## config.mk

```make
export PLATFORM = sky130hd
export DESIGN_NAME = tt_um_salomon9920_pwm_bank
export DESIGN_NICKNAME = d
export VERILOG_FILES = /design/src/rtl/tt_um_salomon9920_pwm_bank.sv
export SDC_FILE = /design/constraint.sdc
export NUM_CORES = 1
export LEC_CHECK = 0
export BUFFER_PORTS_ARGS = -buffer_cell sky130_fd_sc_hd__buf_2
export CAP_MARGIN = 25
export CORE_MARGIN = 10
export CORE_UTILIZATION = 54
export DETAILED_ROUTE_END_ITERATION = 8
export PLACE_DENSITY = 0.76
export SETUP_SLACK_MARGIN = 0.1
export SYNTH_ARGS = -nofsm -noshare
export SYNTH_HDL_FRONTEND = slang
export SYNTH_SLANG_ARGS = --single-unit
```

## constraint.sdc

```tcl
create_clock -name clk -period 2.1 [get_ports clk]
set_clock_uncertainty 0.1 [all_clocks]
set_input_delay 0.21 -clock clk [delete_from_list [all_inputs] [get_ports clk]]
set_output_delay 0.21 -clock clk [all_outputs]
set_load 0.005 [all_outputs]
```

## src/rtl/tt_um_salomon9920_pwm_bank.sv

```systemverilog
// Multi-channel PWM bank in the TinyTapeout pin frame: one shared period counter,
// double-buffered duty/period registers that load from their shadows at period wrap.
module tt_um_salomon9920_pwm_bank #(
    parameter int CHANNELS = 4,
    parameter int PRESC    = 1
) (
    input  logic       clk,
    input  logic       rst_n,
    input  logic       ena,
    input  logic [7:0] ui_in,
    output logic [7:0] uo_out,
    input  logic [7:0] uio_in,
    output logic [7:0] uio_out,
    output logic [7:0] uio_oe
);
    localparam logic [7:0] PRESC_LAST  = 8'(PRESC - 1);
    localparam logic [2:0] PERIOD_ADDR = 3'd7;

    logic       stb_s1_q, stb_s2_q, stb_s3_q;
    logic       run_s1_q, run_s2_q;
    logic       run_s, run_en, wr, tick, wrap, load_act;
    logic [2:0] addr;
    logic [7:0] cnt_q, cnt_d;
    logic [7:0] presc_q, presc_d;
    logic       pending_q, pending_d;
    logic [7:0] period_shadow_q, period_act_q;
    logic [7:0] pwm;
    logic       unused_bits;

    always_ff @(posedge clk or negedge rst_n) begin
        if (!rst_n) begin
            stb_s1_q <= 1'b0;
            stb_s2_q <= 1'b0;
            stb_s3_q <= 1'b0;
            run_s1_q <= 1'b0;
            run_s2_q <= 1'b0;
        end else begin
            stb_s1_q <= uio_in[3];
            stb_s2_q <= stb_s1_q;
            stb_s3_q <= stb_s2_q;
            run_s1_q <= uio_in[4];
            run_s2_q <= run_s1_q;
        end
    end

    // Address is taken straight from the pins; the writer holds it stable across the sync delay.
    assign addr     = uio_in[2:0];
    assign run_s    = run_s2_q;
    assign run_en   = run_s & ena;
    assign wr       = stb_s2_q & ~stb_s3_q;
    assign tick     = run_en && (presc_q == PRESC_LAST);
    assign wrap     = tick && (cnt_q == period_act_q);
    assign load_act = ~run_s | wrap;

    always_comb begin
        cnt_d     = cnt_q;
        presc_d   = presc_q;
        pending_d = pending_q;
        if (!run_s) begin
            cnt_d   = 8'd0;
            presc_d = 8'd0;
        end else if (ena) begin
            if (tick) begin
                presc_d = 8'd0;
                cnt_d   = wrap ? 8'd0 : cnt_q + 8'd1;
            end else begin
                presc_d = presc_q + 8'd1;
            end
        end
        // A write landing on the load cycle must survive it: the new value is still waiting.
        if (wr) begin
            pending_d = 1'b1;
        end else if (load_act) begin
            pending_d = 1'b0;
        end
    end

    always_ff @(posedge clk or negedge rst_n) begin
        if (!rst_n) begin
            cnt_q           <= 8'd0;
            presc_q         <= 8'd0;
            pending_q       <= 1'b0;
            period_shadow_q <= 8'hFF;
            period_act_q    <= 8'hFF;
        end else begin
            cnt_q     <= cnt_d;
            presc_q   <= presc_d;
            pending_q <= pending_d;
            if (wr && addr == PERIOD_ADDR) begin
                period_shadow_q <= ui_in;
            end
            if (load_act) begin
                period_act_q <= period_shadow_q;
            end
        end
    end

    for (genvar gi = 0; gi < 8; gi++) begin : g_ch
        if (gi < CHANNELS) begin : g_on
            logic [7:0] duty_shadow_q, duty_act_q;

            always_ff @(posedge clk or negedge rst_n) begin
                if (!rst_n) begin
                    duty_shadow_q <= 8'd0;
                    duty_act_q    <= 8'd0;
                end else begin
                    if (wr && addr == 3'(gi)) begin
                        duty_shadow_q <= ui_in;
                    end
                    if (load_act) begin
                        duty_act_q <= duty_shadow_q;
                    end
                end
            end

            assign pwm[gi] = run_en & (cnt_q < duty_act_q);
        end else begin : g_off
            assign pwm[gi] = 1'b0;
        end
    end

    assign uo_out      = pwm;
    assign uio_out     = {run_en, pending_q, wrap, 5'b00000};
    assign uio_oe      = 8'b1110_0000;
    assign unused_bits = &{1'b0, uio_in[7:5]};

endmodule

```

Word-level counts from Yosys, hierarchy flattened:

Cells that the tools add are included.

* bits in registers: 102
* input port bits: 19
* output and inout bits: 24
* word-level logic and storage cells: 60

* $add $sub $neg: 2
* order comparisons: 4
* equality and inequality tests: 7
* muxes and demuxes: 9
* bitwise gates (word level): 9
* reduce and logical (&&, ||, !) cells: 11

Operator list (count)
* 2-to-1 mux 8 bit: 7
* less-than comparator 8 bit: 4
* adder 8 x 1 -> 8 bit, second input constant: 2
* == test 8 bit: 1
* zero test 8 bit: 1
* logical AND 1 bit: 7
* bitwise AND 1 bit: 6
* == test 3 x 2 -> 1 bit, second input constant: 2
* == test 3 x 1 -> 1 bit, second input constant: 1
* == test 3 bit, second input constant: 1
* zero test 3 bit: 1
* 2-to-1 mux 1 bit: 2
* != test 2 x 1 -> 1 bit, second input constant: 1
* != test 2 bit, second input constant: 1
* inverter 1 bit: 2
* AND reduction 2 bit: 1
* nonzero test 2 bit: 1
* bitwise OR 1 bit: 1

Longest topological paths before layout:

* depth after elaboration: 7
* mapped depth: 7
* mapped depth without buffers: 7

Worst setup path after synthesis:

OpenSTA, ideal clock, no wires.

* path type: flip-flop to flip-flop
* from: reg presc_q[0]
* to: reg g_ch[0].g_on.duty_act_q[1]
* library setup time: 125 ps
* arrival: 1800 ps
* data required time: 1875 ps
* setup slack: 76 ps
* stages on the path, launching flop included: 8
* path buffers: 1
* clock period less this slack: 2024 ps
* path through: dfrtp_1 > inv_1 > ha_1 > nor4b_2 > nand4_2 > o21ai_4 > buf_6 > mux2_2

* word-level cells in the longest chain between the ends: 4

RTL lines
* start, declared: RTL line 24 `logic [7:0] presc_q, presc_d;`
* start signal, assigned: RTL line 87 `presc_q <= presc_d;`
* zero test 8 bit: RTL line 51 `assign tick = run_en && (presc_q == PRESC_LAST);`
* logical AND 1 bit: RTL line 51
* logical AND 1 bit: RTL line 52 `assign wrap = tick && (cnt_q == period_act_q);`
* bitwise OR 1 bit: RTL line 53 `assign load_act = ~run_s | wrap;`
* end signal, assigned: RTL line 111 `duty_act_q <= duty_shadow_q;`
* end, declared: RTL line 100 `logic [7:0] duty_shadow_q, duty_act_q;`

Every way passes these cells.
A chain may end at the register's enable or synchronous reset.

Final worst setup path:

* from: reg cnt_q[1]
* to: out uo_out[3]

* word-level cells in the longest chain between the ends: 2

RTL lines
* start, declared: RTL line 23 `logic [7:0] cnt_q, cnt_d;`
* start signal, assigned: RTL line 86 `cnt_q <= cnt_d;`
* less-than comparator 8 bit: RTL line 116 `assign pwm[gi] = run_en & (cnt_q < duty_act_q);`
* bitwise AND 1 bit: RTL line 116
* end, declared: RTL line 11 `output logic [7:0] uo_out,`

Every way passes these cells.

==> metrics <==
crit end category=primary output; routed len/inst=19.0 um; Max transition margin=0.653; Area contributors post-synth=dfrtp_1, mux2_2, dfstp_2, ha_1, buf_4; CP endpoint=uo_out[3]; Core ar.=9150 um^2; final wirelength=11200 um; cell total after placement=550; Worst-Skew Late Latency=370 ps; antenna violations before repair=0; WL met2=5580 um; crit path cell chain=buf_6, ha_4, a21o_1, a21o_1, a21oi_2, o211a_1, buf_2; Final Setup Violations=46; initial DRC count=223; Clock Tree Buf Depth=2; Yosys top cell area share=0.427; critical path's slowest cell=dfrtp_2; sequential fraction of the synthesis area=0.510; largest net degree at the start of global routing=40; Commonest cells post-synth=dfrtp_1, mux2_2, inv_1, ha_1, buf_4; Antenna Violating Nets Remaining=0; largest family of logic cells by synthesized area=multiplexers; # fillers=627; Synth Register Bits=102; Yosys warning total=0; Residual DRC=0; fin area=6190 um^2; Final WS setup=-191 ps; Final Hold Viols=0; Top Layer Used=met4; period utilization=1.09; dpl ws=-98.1 ps; Routed met3 length=479 um; synthesized area per cell=12.2 um^2; fin. max-slew vios=0; crit path kind=reg -> out; layout cell share with drive strength beyond 1=0.431; WP depth=7; vias after detailed routing=3254; CP Launch Point=cnt_q[1]$_DFFE_PN0P_; Post-Syn Area=5040 um^2; largest area contributor in the netlist=dfrtp_1; violated checks=negative setup slack; clock sink count=102; vias per std cell=5.52; vias in the first global route=3613; DR pass1 iterations=4; dpl hpwl=7080 um; Fmax=0.437 GHz; Layout Nets=523; gpl congestion=0.822; Die H=117 um; final cell count without fillers=589; WL met1=4860 um; Reg2Reg Capture Point=g_ch[3].g_on.duty_act_q[3]$_DFFE_PN0P_; maxcap violations=0; Synth-to-Final Area Change=22.7%; Syn Inst Count=413; Top cell by count, worst path=a21o_1; Die Wd=117 um; Placed Area=5320 um^2; ys flop type=dfrtp_1; WP buf/inv=2; WP data arrival=1980 ps; leak pwr=3.06 nW; TritonCTS clock tree=done; Post-synth EDFFs=0; io pins=43; xor/xnor share of the synthesized area=0.0260; row cnt=35; r2r setup slk=-140 ps; count of cell types in the netlist=38; Root Driver=clkbuf_8; proportion of synthesized area in mux cells=0.179; worst-path fanout max=4; die area=13600 um^2; global route overflow=0; Initial Utilization=0.551; most numerous cell in the Yosys netlist=dfrtp_1; # diodes=0; Reg2Reg Launch Point=period_act_q[4]$_DFFE_PN1P_; final worst path period need=2290 ps; slowest stage delay, CP=460 ps; reg2reg path depth=8; status=finished, violations left; clock slew at reported path FFs=100 ps; GR Util All Layers=0.175; unrepaired setup endpoints after global routing=true; simple-gate portion of the synthesized area=0.0794; final core utilization=0.676; TritonCTS Buffers=9; Worst IR Drop VDD=0.461 mV; Compound-Gate Fraction of Synth Area=0.0573; H-tree depth=3; startpoint class of the critical path=flop; post-synthesis adder-cell area fraction=0.0769; Crit path max-delay family=compound AO/OA/AOI/OAI gates; Critical Path RT=1790 ps; Post-synth ARST share=1.00; PD cells=834 nW/um^2; IO buf count=22; Hold Path Class=in -> reg; first-pass GRT wire length=18300 um; actual slew at the worst max-slew pin=519 ps
## layer usage
layer	global-route usage	up-vias
met3	0.0344	19
met4	0.0758	0
met1	0.219	1646
met5	0	-
met2	0.288	83
li1	-	1506
## area by class of cell
cell class                 count  area, um^2  share of cell area
timing repair buffer          66         662               0.107
tap                          111         139              0.0224
clock inverter                 6        46.3             0.00748
clock buffer                  10         128              0.0206
inverter                      34         128              0.0206
multi-input combinational    260        2510               0.406
sequential                   102        2570               0.416
## layout by cell type (no fill, tap or decap), types with 2 or more instances in the layout
master / netlist / final
a211oi_1: 4 / 3
a21boi_0: 4 / 2
a21boi_1: 0 / 2
a21o_1: 12 / 12
a21oi_1: 9 / 4
a21oi_2: 0 / 5
and2_1: 2 / 2
buf_12: 0 / 6
buf_16: 0 / 4
buf_2: 1 / 21
buf_4: 20 / 19
buf_6: 4 / 11
buf_8: 0 / 2
clkbuf_8: 0 / 9
clkinvlp_4: 0 / 2
conb_1: 2 / 17
dfrtp_1: 86 / 84
dfrtp_2: 0 / 2
dfstp_2: 16 / 16
dlygate4sd3_1: 0 / 3
ha_1: 31 / 23
ha_4: 0 / 8
inv_1: 34 / 32
inv_2: 0 / 2
inv_6: 0 / 2
mux2_2: 76 / 40
mux2_4: 0 / 40
nand2_1: 19 / 19
nand2b_1: 5 / 5
nand3_1: 11 / 11
nand4_1: 11 / 11
nor2_1: 14 / 12
nor2b_1: 2 / 2
nor3_2: 1 / 2
nor4_2: 0 / 2
o211a_1: 4 / 4
o21ai_1: 0 / 5
xnor2_1: 3 / 3
xor2_1: 12 / 9
xor2_2: 0 / 3
## flip-flops by register name, indices dropped and copies added (netlist names)
register,flops
g_ch.g_on.duty_act_q,32
stb_s1_q,1
g_ch.g_on.duty_shadow_q,32
stb_s3_q,1
period_act_q,8
pending_q,1
run_s,1
presc_q,8
period_shadow_q,8
run_s1_q,1
cnt_q,8
stb_s2_q,1
## worst register-to-register path, delay by kind of cell (launching register included)
family	cells	cell delay (ps)
AO/OA/AOI/OAI	1	190
AND/OR/NAND/NOR	2	470
multiplexers	1	320
XOR/XNOR	1	70
flip-flops	1	570
buffers and inverters	3	400
## timing repair
action                                  CTS  global route
cloned                                    4             0
gates resized for setup                  71            23
endpoints found under the setup margin   46            53
buffers inserted                         15             1
hold buffers                              3             0
hold endpoints to repair                 29             0
pin swaps                                24             6
## power by group
group | internal (mW) | switching, mW
Sequential | 2.44 | 0.245
Clock | 0.440 | 0.705
Combinational | 0.790 | 0.547
## worst min path at each step
stage	from	to	slack, ps	depth (start not counted)
after floorplan	rst_n	cnt_q[0]$_DFFE_PN0P_	-190	0
after global placement	rst_n	run_s1_q$_DFF_PN0_	110	1
after detailed placement	rst_n	g_ch[1].g_on.duty_shadow_q[0]$_DFFE_PN0P_	120	1
after CTS	ui_in[3]	g_ch[2].g_on.duty_shadow_q[3]$_DFFE_PN0P_	40	2
after global routing	ui_in[3]	g_ch[1].g_on.duty_shadow_q[3]$_DFFE_PN0P_	40	2
final	ui_in[3]	g_ch[3].g_on.duty_shadow_q[3]$_DFFE_PN0P_	50	2
## through the flow
| stage | setup TNS, ps | hold WS, ps | total power, mW |
|---|---|---|---|
| 6_report | -4280 | 50.4 | 5.16 |
| 5_1_grt | -7940 | 43.7 | 5.45 |
| 4_1_cts | -2550 | 37.2 | 5.11 |
| 3_5_place_dp | -2750 | 119 | 3.67 |
| 3_3_place_gp | -1920 | 106 | 3.58 |
| 2_1_floorplan | 0 | -186 | 3.38 |
## kinds of logic (layout without fill, tap and decap cells)
| family | after synthesis | in the layout |
|---|---|---|
| DFF | 102 | 102 |
| adders and majority gates | 31 | 31 |
| AOI/OAI and AO/OA | 41 | 41 |
| and+or+nand+nor | 76 | 76 |
| buffers and inverters | 66 | 116 |
| other | 2 | 17 |
| xor gates and xnor gates | 15 | 15 |
| muxes | 80 | 80 |
(Power assumes the default switching activity.)
